==> src/rtl/cpu_params_pkg.sv <==
// rtl/cpu_params_pkg.sv - address and cache-line sizing shared by the memory path
package cpu_params_pkg;
  localparam int PC_SZ  = 32;
  localparam int CL_SZ  = 4;   // log2 of the line size in bytes
  localparam int CL_LEN = 16;  // bytes per cache line
endpackage

==> src/rtl/cpu_structs_pkg.sv <==
// rtl/cpu_structs_pkg.sv - request payload and arbiter state types for the memory path
package cpu_structs_pkg;
  import cpu_params_pkg::*;

  typedef struct packed {
    logic                      rw;       // 1 = line read, 0 = line write
    logic [PC_SZ-CL_SZ-1:0]    rw_addr;  // line address
    logic [CL_LEN*8-1:0]       wr_data;
  } ARB_Data;

  typedef enum logic [1:0] {
    IDLE = 2'd0,
    MEM  = 2'd1,
    RESP = 2'd2
  } ARB_STATE;
endpackage

==> src/rtl/arb_sel.sv <==
// rtl/arb_sel.sv - I$/D$ winner select; ARB_RR_EN gives round-robin, otherwise D$ has fixed priority
// gnt: 0 = I$, 1 = D$; last is the previous winner (only meaningful with ARB_RR_EN)
module arb_sel (
  input  logic ic_req,
  input  logic dc_req,
  input  logic last,
  output logic gnt
);
`ifdef ARB_RR_EN
  // On contention hand the grant to whoever lost last time
  assign gnt = !ic_req || (dc_req && !last);
`else
  logic w_unused_last;
  assign w_unused_last = last;
  assign gnt = !ic_req || dc_req;
`endif
endmodule

==> src/rtl/mem_arb.sv <==
// rtl/mem_arb.sv - arbitrates I$ and D$ line requests onto one system memory port with ack timeout
// ARB_RR_EN selects round-robin arbitration (adds a last-grant register); undefined gives D$ priority
module mem_arb
  import cpu_params_pkg::*;
  import cpu_structs_pkg::*;
#(
  parameter int unsigned ACK_TO = 255
) (
  input  logic                clk_in,
  input  logic                reset_in,
  input  logic                ic_req,
  input  ARB_Data             ic_req_data,
  output logic                ic_ack,
  output logic                ic_err,
  output logic [CL_LEN*8-1:0] ic_rd_data,
  input  logic                dc_req,
  input  ARB_Data             dc_req_data,
  output logic                dc_ack,
  output logic                dc_err,
  output logic [CL_LEN*8-1:0] dc_rd_data,
  output logic                sm_req,
  output ARB_Data             sm_req_data,
  input  logic                sm_ack,
  input  logic [CL_LEN*8-1:0] sm_rd_data,
  output logic                owner
);
  localparam int CNT_W = 16;

  ARB_STATE            r_state;
  ARB_STATE            w_next;
  ARB_Data             r_req_data;
  logic                r_owner;
  logic [CNT_W-1:0]    r_wait;
  logic                r_ic_ack;
  logic                r_dc_ack;
  logic                r_ic_err;
  logic                r_dc_err;
  logic [CL_LEN*8-1:0] r_ic_rd;
  logic [CL_LEN*8-1:0] r_dc_rd;
  logic                w_gnt;
  logic                w_last;
  logic                w_grant;
  logic                w_ack_ok;
  logic                w_timeout;

  arb_sel u_sel (
    .ic_req (ic_req),
    .dc_req (dc_req),
    .last   (w_last),
    .gnt    (w_gnt)
  );

  assign w_grant   = (r_state == IDLE) && (ic_req || dc_req);
  assign w_ack_ok  = (r_state == MEM) && sm_ack;
  // An ack arriving on the final allowed cycle wins over the abort
  assign w_timeout = (r_state == MEM) && !sm_ack && (r_wait == CNT_W'(ACK_TO - 1));

`ifdef ARB_RR_EN
  logic r_last;
  always_ff @(posedge clk_in) begin
    if (reset_in) begin
      r_last <= 1'b0;
    end else if (w_grant) begin
      r_last <= w_gnt;
    end
  end
  assign w_last = r_last;
`else
  assign w_last = 1'b0;
`endif

  always_ff @(posedge clk_in) begin
    if (reset_in) begin
      r_state <= IDLE;
    end else begin
      r_state <= w_next;
    end
  end

  always_comb begin
    w_next = r_state;
    case (r_state)
      IDLE:    if (ic_req || dc_req) w_next = MEM;
      MEM:     if (w_ack_ok || w_timeout) w_next = RESP;
      RESP:    w_next = IDLE;
      default: w_next = IDLE;
    endcase
  end

  always_ff @(posedge clk_in) begin
    if (reset_in) begin
      r_owner    <= 1'b0;
      r_req_data <= '0;
      r_wait     <= '0;
      r_ic_ack   <= 1'b0;
      r_dc_ack   <= 1'b0;
      r_ic_err   <= 1'b0;
      r_dc_err   <= 1'b0;
      r_ic_rd    <= '0;
      r_dc_rd    <= '0;
    end else begin
      r_ic_ack <= 1'b0;
      r_dc_ack <= 1'b0;
      r_ic_err <= 1'b0;
      r_dc_err <= 1'b0;
      if (w_grant) begin
        r_owner    <= w_gnt;
        r_req_data <= w_gnt ? dc_req_data : ic_req_data;
        r_wait     <= '0;
      end
      if (w_ack_ok && r_req_data.rw) begin
        if (r_owner) begin
          r_dc_rd <= sm_rd_data;
        end else begin
          r_ic_rd <= sm_rd_data;
        end
      end
      if ((r_state == MEM) && !w_ack_ok && !w_timeout) begin
        r_wait <= r_wait + CNT_W'(1);
      end
      // Ack/err registers are high exactly for the RESP cycle
      if (w_ack_ok || w_timeout) begin
        r_ic_ack <= !r_owner;
        r_dc_ack <= r_owner;
        r_ic_err <= w_timeout && !r_owner;
        r_dc_err <= w_timeout && r_owner;
      end
    end
  end

  assign sm_req      = (r_state == MEM);
  assign sm_req_data = r_req_data;
  assign owner       = r_owner;
  assign ic_ack      = r_ic_ack;
  assign dc_ack      = r_dc_ack;
  assign ic_err      = r_ic_err;
  assign dc_err      = r_dc_err;
  assign ic_rd_data  = r_ic_rd;
  assign dc_rd_data  = r_dc_rd;
endmodule

==> config.mk <==
export PLATFORM = sky130hd
export DESIGN_NAME = mem_arb
export DESIGN_NICKNAME = d
export VERILOG_FILES = /design/src/rtl/cpu_params_pkg.sv /design/src/rtl/cpu_structs_pkg.sv /design/src/rtl/arb_sel.sv /design/src/rtl/mem_arb.sv
export SDC_FILE = /design/constraint.sdc
export NUM_CORES = 1
export LEC_CHECK = 0
export ABC_AREA = 1
export CAP_MARGIN = 10
export CORE_AREA = 3 3 340 342
export DETAILED_ROUTE_END_ITERATION = 10
export DIE_AREA = 0 0 343 345
export PLACE_DENSITY = 0.48
export REMOVE_ABC_BUFFERS = 1
export SYNTH_ARGS = -nofsm -noshare
export SYNTH_HDL_FRONTEND = slang
export SYNTH_SLANG_ARGS = --single-unit
==> constraint.sdc <==
create_clock -name clk_in -period 2.39 [get_ports clk_in]
set_input_delay 0.3585 -clock clk_in [delete_from_list [all_inputs] [get_ports clk_in]]
set_output_delay 0.3585 -clock clk_in [all_outputs]
set_load 0.02 [all_outputs]
Yosys cells after proc, flatten, opt, wreduce, memory -nomap -nowiden. Index checks and enable logic that the tools add are counted.

Output and inout port bits: 419. Bits in registers: 436. Bits of input ports: 447.

Add/subtract/negate cells: 1. Equal/unequal tests: 4. Reduce and logical (&&, ||, !) cells: 23. Bitwise operators: 2. Multiplexer cells: 6.

Operators by type and width (number): $mux W157 (1); $mux W16 (2); $add A16 B1 Y16 const B (1); $eq A16 B8 Y1 const B (1); $logic_and A1 B1 Y1 (9); $reduce_and A2 Y1 (3); $logic_not A1 Y1 (5); $mux W2 (2); $ne A2 B1 Y1 const B (2); $pmux W2 S2 (1); $logic_or A1 B1 Y1 (3); $eq A2 B1 Y1 const B (1); $logic_not A2 Y1 (1); $not A1 Y1 (2); $reduce_bool A2 Y1 (1); $reduce_or A2 Y1 (1).

Logic depth before layout (Yosys ltp). Gate-level depths: netlist of run 1.

Depth in word-level cells: 6. Gate-level depth with buffers: 10. Mapped depth without buffers: 10.

Cells and area by module. From an unflattened synthesis of run 1, not the netlist that was laid out.

Cells, all modules: 2336. Area total of the unflattened synthesis: 17212.8 um2.

Modules (own cells, without submodules): mem_arb (area each 17205.3 um2, cells an instance 2334, sequential area each 8728.4 um2, instances 1); arb_sel (area each 7.5 um2, cells an instance 2, sequential area each 0.0 um2, instances 1).

Worst setup path after synthesis of run 1. No wires, ideal clock.

Path kind: register to register. Start point: reg r_state[0]. End point: reg r_wait[5]. Arrival time: 1.315 ns. Cell stages (with the launch flop): 8. Period minus slack after synthesis: 1.385 ns. Path slack: 1.005 ns. Cell sequence: dfxtp_1 -> inv_2 -> nor2_2 -> nand2_1 -> a21oi_2 -> buf_2 -> nand2_1 -> a21oi_1.

Word-level cells in the longest chain between the ends: 6. Elaborated cells on any way between the ends: 12.

Ends and longest elaborated chain: start: declaration (RTL line mem_arb.sv:29) `ARB_STATE r_state;`; start signal: assignment (RTL line mem_arb.sv:76) `r_state <= w_next;`; $eq A2 B1 Y1 *; net sm_req (RTL line mem_arb.sv:21) `output logic sm_req,`; $logic_and A1 B1 Y1 (on tied branches) (RTL line mem_arb.sv:54, mem_arb.sv:56); $logic_not A1 Y1 or $logic_and A1 B1 Y1 (tied branches) (RTL line mem_arb.sv:118, mem_arb.sv:56); $logic_and A1 B1 Y1 or $logic_not A1 Y1 (tied branches) (RTL line mem_arb.sv:118) `if ((r_state == MEM) && !w_ack_ok && !w_timeout) begin`; $logic_and A1 B1 Y1 * (RTL line mem_arb.sv:118); $mux W16 or $reduce_bool A2 Y1 (tied branches); end signal: assignment (RTL line mem_arb.sv:119) `r_wait <= r_wait + CNT_W'(1);`; end: declaration (RTL line mem_arb.sv:33) `logic [CNT_W-1:0] r_wait;`.

The timed path passes the listed nets; every way through them passes the cells marked *. A chain may end at the register's enable or synchronous reset.

Worst setup path after layout of run 1.
Start point: reg r_req_data (netlist bit sm_req_data[43]). End point: out sm_req_data[43] (netlist name).

RTL lines: start: declaration (RTL line mem_arb.sv:31) `ARB_Data r_req_data;`; start signal: assignment (RTL line mem_arb.sv:108) `r_req_data <= w_gnt ? dc_req_data : ic_req_data;`; end: declaration (RTL line mem_arb.sv:22) `output ARB_Data sm_req_data,`.

No word-level cell between the ends.

==> results.json, run 1 <==
{
  "run_status": "completed",
  "crit_family": "buffers and inverters",
  "netlist_area_um2": 16700,
  "maxSlewViolCount": 0,
  "cts.root.buffer_cell": "sky130_fd_sc_hd__clkbuf_16",
  "max_slew_margin_pct": 60.1,
  "cap_viol_max_count": 0,
  "global_route.overflow_total": 0,
  "power.density_nw_per_um2": 692,
  "cts.reportedPaths.clkPinSlew_ps": 60,
  "holdCritPathClass": "primary input to flop",
  "longest_individual_stage_delay_on_the_worst_path_ps": 860,
  "power.share.switching_pct": 27.8,
  "post-route-period-util_pct": 91.0,
  "multi_input_comb_area_um2": 6890,
  "remaining_drc_errors": 0,
  "post_synthesis_register_bit_count": 436,
  "grt_pass1_wl_um": 132000,
  "route.detailed.wl_per_inst_um": 20.8,
  "antenna_found_initial": 26,
  "grt_setup_unrepaired": "false",
  "clock_skew_ps": 12.7,
  "timing.critical_path.slowest_stage_cell": "sky130_fd_sc_hd__clkdlybuf4s50_1",
  "design.final.nets": 3458,
  "max_clock_freq_mhz": 460,
  "pwr-share-comb_pct": 18.8,
  "ys_warn_count": 0,
  "crit_path_cell_trace": "clkdlybuf4s50_1",
  "netlist-cell-type-count": 28,
  "buffer_and_inverter_count_on_the_worst_path": 1,
  "routed_vias": 18200,
  "port_buffers": 865,
  "cp.arrival_ps": 1820,
  "clock_insertion_delay_worst_skew_ps": 610,
  "cts_inserted_buffers": 55,
  "timing.final.hold_violations": 0,
  "track_usage_pct": 15.2,
  "postRouteWirelength_um": 94600,
  "synthToLayoutAreaGrowth_pct": 74.8,
  "first_global_vias": 17500,
  "final_antenna_net_count": 0,
  "postSynthAreaPerCell_um2": 7.64,
  "area_of_the_placeable_core_um2": 113000,
  "clock_path_buffers": 3,
  "avgViaCountPerCell": 3.98,
  "setup_viol": 0,
  "power_report.internal_total_mw": 14.5,
  "synthCells": 2180,
  "cellLeakagePower_nw": 11.3,
  "layout_min_cycle_time_ps": 2180,
  "cts_htree_levels": 2,
  "cts_setup_buffers": 0,
  "floorplan.initialDensity_pct": 14.8,
  "share_of_cells_above_drive_strength_1_pct": 6.13,
  "dp_hpwl_um": 76100,
  "crit_type": "flop to output pin",
  "place_inst": 4452,
  "dr.first_iter.drc_count": 1038,
  "vdd_drop_max_v": 0.000450,
  "rows": 123,
  "cts_tree": "done",
  "cp_data_required_time_ps": 2030,
  "crit_path_max_fanout": 2,
  "regArea_um2": 8730,
  "power.net_switching_mw": 5.61,
  "synth_area_leaders": "sky130_fd_sc_hd__dfxtp_1, sky130_fd_sc_hd__nor2_1, sky130_fd_sc_hd__o21ai_0, sky130_fd_sc_hd__nand2_1, sky130_fd_sc_hd__a31oi_1",
  "cts_resized": 0,
  "timing_worst_slew_pin_value_ps": 597,
  "firstDrtPassIters": 5,
  "synth_seq_area_share_pct": 52.4,
  "fin_cells": 4555,
  "ioPinCount": 866,
  "worstSetupStartpointType": "flop",
  "ctsHoldBuffers": 0,
  "power_frac_seq_pct": 39.6,
  "clock_power_share_pct": 41.6,
  "dieWidth_um": 343,
  "grt_max_degree": 67,
  "netlist.top_cell.by_area": "sky130_fd_sc_hd__dfxtp_1",
  "gpl_wtd_cong": 0.881,
  "endpoint_kind": "output pin",
  "setup_ws_ps": 214,
  "die_h_um": 345,
  "numClockSinks": 436,
  "worst_slack_at_placement_ps": 210,
  "post-synth-top-area-fraction_pct": 52.4,
  "final.fill_count": 12300,
  "die_area_um2": 118000
}
-- placed cells by master (no fill, tap or decap), drive strengths merged --
master,instances
a31oi,157
bufinv,3
o21ai,419
ha,2
nor3,5
buf,82
xor2,3
clkinv,12
clkdlybuf4s50,865
a21oi,16
diode,4
nor2,543
dfxtp,436
clkbuf,81
nand3b,1
xnor2,2
nand4,4
nand3,29
o21bai,2
nand2,361
clkinvlp,3
inv,25
-- per-layer routing --
metal | vias to the layer above | global-route usage, % | share of wire (%)
li1 | 8937 | - | -
met1 | 8402 | 18.3 | 41
met2 | 689 | 25.9 | 48
met3 | 109 | 5.53 | 9.6
met4 | 14 | 2.75 | 1.6
met5 | - | 0 | 0.097
-- through the flow --
stage / TNS [ps] / hold WS [ps] / power [mW] / util, % / area (um^2)
after global routing: 0 / 276 / 21.0 / 25.8 / 29100
after CTS: 0 / 238 / 20.5 / 25.8 / 29100
after floorplan: -1243970 / 428 / 9.42 / - / 15700
final: 0 / 316 / 20.1 / 25.8 / 29100
after global placement: 0 / 477 / 12.0 / 24.2 / 27300
after detailed placement: 0 / 482 / 12.0 / 24.2 / 27300
-- Yosys cell counts --
cell                       count
sky130_fd_sc_hd__a21oi_1      15
sky130_fd_sc_hd__a21oi_2       1
sky130_fd_sc_hd__a31oi_1     157
sky130_fd_sc_hd__buf_1         5
sky130_fd_sc_hd__buf_2        66
sky130_fd_sc_hd__buf_4        15
sky130_fd_sc_hd__buf_6        21
sky130_fd_sc_hd__clkbuf_1     68
sky130_fd_sc_hd__dfxtp_1     436
sky130_fd_sc_hd__ha_1          2
sky130_fd_sc_hd__inv_1        20
sky130_fd_sc_hd__inv_2         5
sky130_fd_sc_hd__nand2_1     360
sky130_fd_sc_hd__nand2_4       1
sky130_fd_sc_hd__nand3_1      29
sky130_fd_sc_hd__nand3b_1      1
sky130_fd_sc_hd__nand4_1       4
sky130_fd_sc_hd__nor2_1      537
sky130_fd_sc_hd__nor2_2        5
sky130_fd_sc_hd__nor2_4        1
sky130_fd_sc_hd__nor3_1        4
sky130_fd_sc_hd__nor3_2        1
sky130_fd_sc_hd__o21ai_0     346
sky130_fd_sc_hd__o21ai_1      72
sky130_fd_sc_hd__o21ai_2       1
sky130_fd_sc_hd__o21bai_1      2
sky130_fd_sc_hd__xnor2_1       2
sky130_fd_sc_hd__xor2_1        3
-- cell type report --
class	count	area share, %
Antenna cell	4	0.0344
Clock buffer	81	5.66
Clock inverter	18	0.606
Inverter	25	0.408
Multi-Input combinational cell	1544	23.7
Sequential cell	436	30.0
Tap cell	1500	6.45
Timing Repair Buffer	947	33.2
-- final timing paths --
kind / start / slack [ps] / to / cells past startpoint
min: dc_req_data[151] / 320 / sm_req_data[151]$_SDFFE_PP0P_ / 3
min reg2reg: ic_rd_data[125]$_SDFFE_PP0P_ / 490 / ic_rd_data[125]$_SDFFE_PP0P_ / 2
max reg2reg: r_state[1]$_SDFFE_PP0P_ / 610 / sm_req_data[152]$_SDFFE_PP0P_ / 6
max: sm_req_data[43]$_SDFFE_PP0P_ / 210 / sm_req_data[43] / 1
-- kinds of logic after synthesis --
logic type	synth area share, %
buffers and inverters	6.29
DFF	52.4
adders and majority gates	0.150
xor gates and xnor gates	0.263
AOI/OAI and AO/OA	19.1
and+or+nand+nor	21.8
-- power groups by stage --
| stage | registers [mW] | logic, mW | clock network (mW) |
|---|---|---|---|
| finish | 7.98 | 3.79 | 8.38 |
| global route | 8.03 | 4.04 | 8.98 |
| CTS | 7.98 | 3.87 | 8.70 |
| detailed placement | 8.13 | 3.85 | 0 |
| global placement | 8.12 | 3.86 | 0 |
| floorplan | 8.58 | 0.839 | 0 |
-- flip-flops by register name, indices dropped and copies added (netlist names) --
signal and count:
r_state 2, sm_req_data 157, dc_ack 1, ic_err 1
ic_ack 1, dc_err 1, r_wait 16, dc_rd_data 128
owner 1, ic_rd_data 128
(Power assumes the default switching activity.)
==> run 2: changes to the inputs <==
SKIP_LAST_GASP = 1   (was unset)
==> results of run 2 <==
The final DEF is identical to that of run 1; final timing and power are the same.
==> run 3: changes to the inputs <==
CORE_AREA = 2 2 339 341   (was 3 3 340 342)
DIE_AREA = 0 0 341 343   (was 0 0 343 345)
GPL_ROUTABILITY_DRIVEN = 0   (was unset)
==> run 3 against run 2 <==
Compared with the run above: clock skew is essentially flat; global-route usage down 0.48 points; sequential cell count unchanged; largest cell class unchanged; fmax shrank 3.1%; highest routed layer unchanged; core utilization fell by 0.080 points; die area down 1.2%; via count decreased by 0.50%; sequential power hardly changed; power up 2.7%.
==> results.json, run 3 (synthesis results as in run 1) <==
{
  "run_status": "completed",
  "routed_vias": 18100,
  "multi_input_comb_area_um2": 6890,
  "clock_path_buffers": 3,
  "power.share.switching_pct": 28.0,
  "clock_skew_ps": 13.0,
  "power_frac_seq_pct": 38.6,
  "power_report.internal_total_mw": 14.9,
  "dieWidth_um": 341,
  "crit_type": "flop to output pin",
  "pwr-share-comb_pct": 18.3,
  "clock_insertion_delay_worst_skew_ps": 620,
  "track_usage_pct": 14.7,
  "floorplan.initialDensity_pct": 14.7,
  "layout_commonest_cell": "sky130_fd_sc_hd__clkdlybuf4s50_1",
  "timing_worst_slew_pin_value_ps": 592,
  "die_area_um2": 117000,
  "share_of_cells_above_drive_strength_1_pct": 6.37,
  "global_route.overflow_total": 0,
  "setup_viol": 0,
  "max_slew_margin_pct": 60.4,
  "avgViaCountPerCell": 3.95,
  "cts_resized": 0,
  "firstDrtPassIters": 8,
  "mostFrequentLayoutCells": "sky130_fd_sc_hd__clkdlybuf4s50_1, sky130_fd_sc_hd__nor2_1, sky130_fd_sc_hd__dfxtp_1, sky130_fd_sc_hd__nand2_1, sky130_fd_sc_hd__o21ai_0",
  "area_of_the_placeable_core_um2": 113000,
  "cts.reportedPaths.clkPinSlew_ps": 60,
  "first_global_vias": 17600,
  "place_inst": 4467,
  "synthToLayoutAreaGrowth_pct": 75.4,
  "setup-tns-final_ps": 0,
  "cts_setup_buffers": 0,
  "postRouteWirelength_um": 90300,
  "cts.root.buffer_cell": "sky130_fd_sc_hd__clkbuf_16",
  "cp_data_required_time_ps": 2030,
  "grt_max_degree": 70,
  "remaining_drc_errors": 0,
  "cts_htree_levels": 2,
  "timing.final.hold_violations": 0,
  "grt_setup_unrepaired": "false",
  "cellLeakagePower_nw": 11.4,
  "crit_path_max_fanout": 2,
  "cap_viol_max_count": 0,
  "cp.arrival_ps": 1890,
  "holdCritPathClass": "primary input to flop",
  "ctsHoldBuffers": 0,
  "numClockSinks": 436,
  "port_buffers": 865,
  "final.fill_count": 12400,
  "antenna_found_initial": 12,
  "power.density_nw_per_um2": 708,
  "worstSetupStartpointType": "flop",
  "max_clock_freq_mhz": 445,
  "regArea_um2": 8730,
  "power.net_switching_mw": 5.79,
  "cts_inserted_buffers": 55,
  "setup_ws_ps": 144,
  "dr.first_iter.drc_count": 858,
  "dp_hpwl_um": 71600,
  "cts_tree": "done",
  "ioPinCount": 866,
  "maxSlewViolCount": 0,
  "max_reg_flops": 157,
  "endpoint_kind": "output pin",
  "fin_cells": 4575,
  "design.final.nets": 3461,
  "route.detailed.wl_per_inst_um": 19.7,
  "layout_min_cycle_time_ps": 2250,
  "grt_pass1_wl_um": 126000,
  "die_h_um": 343,
  "clock_power_share_pct": 43.1,
  "rows": 124,
  "worst_slack_at_placement_ps": 191,
  "vdd_drop_max_v": 0.000459,
  "final_antenna_net_count": 0,
  "post-route-period-util_pct": 94.0
}
==> run 3: cell types whose count changed in the layout (fill, tap and decap cells not counted) <==
cell / delta
sky130_fd_sc_hd__buf_12: -3
sky130_fd_sc_hd__buf_4: +6
sky130_fd_sc_hd__clkbuf_16: -1
sky130_fd_sc_hd__clkinv_2: +3
sky130_fd_sc_hd__clkinv_4: +1
sky130_fd_sc_hd__clkinvlp_4: -1
sky130_fd_sc_hd__inv_6: +2
sky130_fd_sc_hd__clkbuf_8: -5
sky130_fd_sc_hd__bufinv_16: +5
sky130_fd_sc_hd__clkinv_8: +1
==> run 3: routing by layer <==
layer	track usage (%)	up-vias	share of wire (%)
met3	5.65	152	9.3
met1	17.4	8217	41
met5	0.481	-	0.15
met4	6.24	10	4.1
met2	23.6	759	45
li1	-	8922	-
==> run 3: final cells by class <==
cell class              instances  area share (%)
repair buffers                950            33.0
flip-flops and latches        436            29.9
multi-input cells            1544            23.6
well taps                    1512            6.48
clock buffers                  75            5.31
clock inverters                29            1.29
inverters                      25           0.407
diodes                          4          0.0343
==> run 3: metrics by stage <==
| step | hold WS (ps) | util, % | instance area (um^2) | power [mW] |
|---|---|---|---|---|
| after floorplan | 428 | - | 15700 | 9.42 |
| final | 305 | 25.8 | 29200 | 20.7 |
| after global placement | 475 | 24.0 | 27300 | 12.0 |
| after global routing | 261 | 25.8 | 29200 | 21.6 |
| after CTS | 231 | 25.8 | 29200 | 21.1 |
| after detailed placement | 468 | 24.0 | 27300 | 12.0 |
==> run 3: worst paths after layout <==
path	start	end	slack, ps	depth (start not counted)
hold / removal	dc_req_data[4]	sm_req_data[4]$_SDFFE_PP0P_	310	3
setup / recovery	sm_req_data[156]$_SDFFE_PP0P_	sm_req_data[156]	140	2
hold reg to reg	owner$_SDFFE_PP0P_	ic_err$_SDFF_PP0_	490	1
setup reg to reg	r_state[1]$_SDFFE_PP0P_	sm_req_data[152]$_SDFFE_PP0P_	630	6
==> run 3: power by group through the flow <==
stage	clock (mW)	combinational, mW	sequential, mW
after floorplan	0	0.839	8.58
after global placement	0	3.85	8.13
after detailed placement	0	3.84	8.14
after CTS	9.22	3.85	7.98
after global routing	9.50	4.03	8.03
final	8.91	3.79	7.98
==> run 3: critical path, stage by stage (launching register included) <==
cell	delay (ps)
sky130_fd_sc_hd__dfxtp_1	440
sky130_fd_sc_hd__buf_4	190
sky130_fd_sc_hd__clkdlybuf4s50_1	640
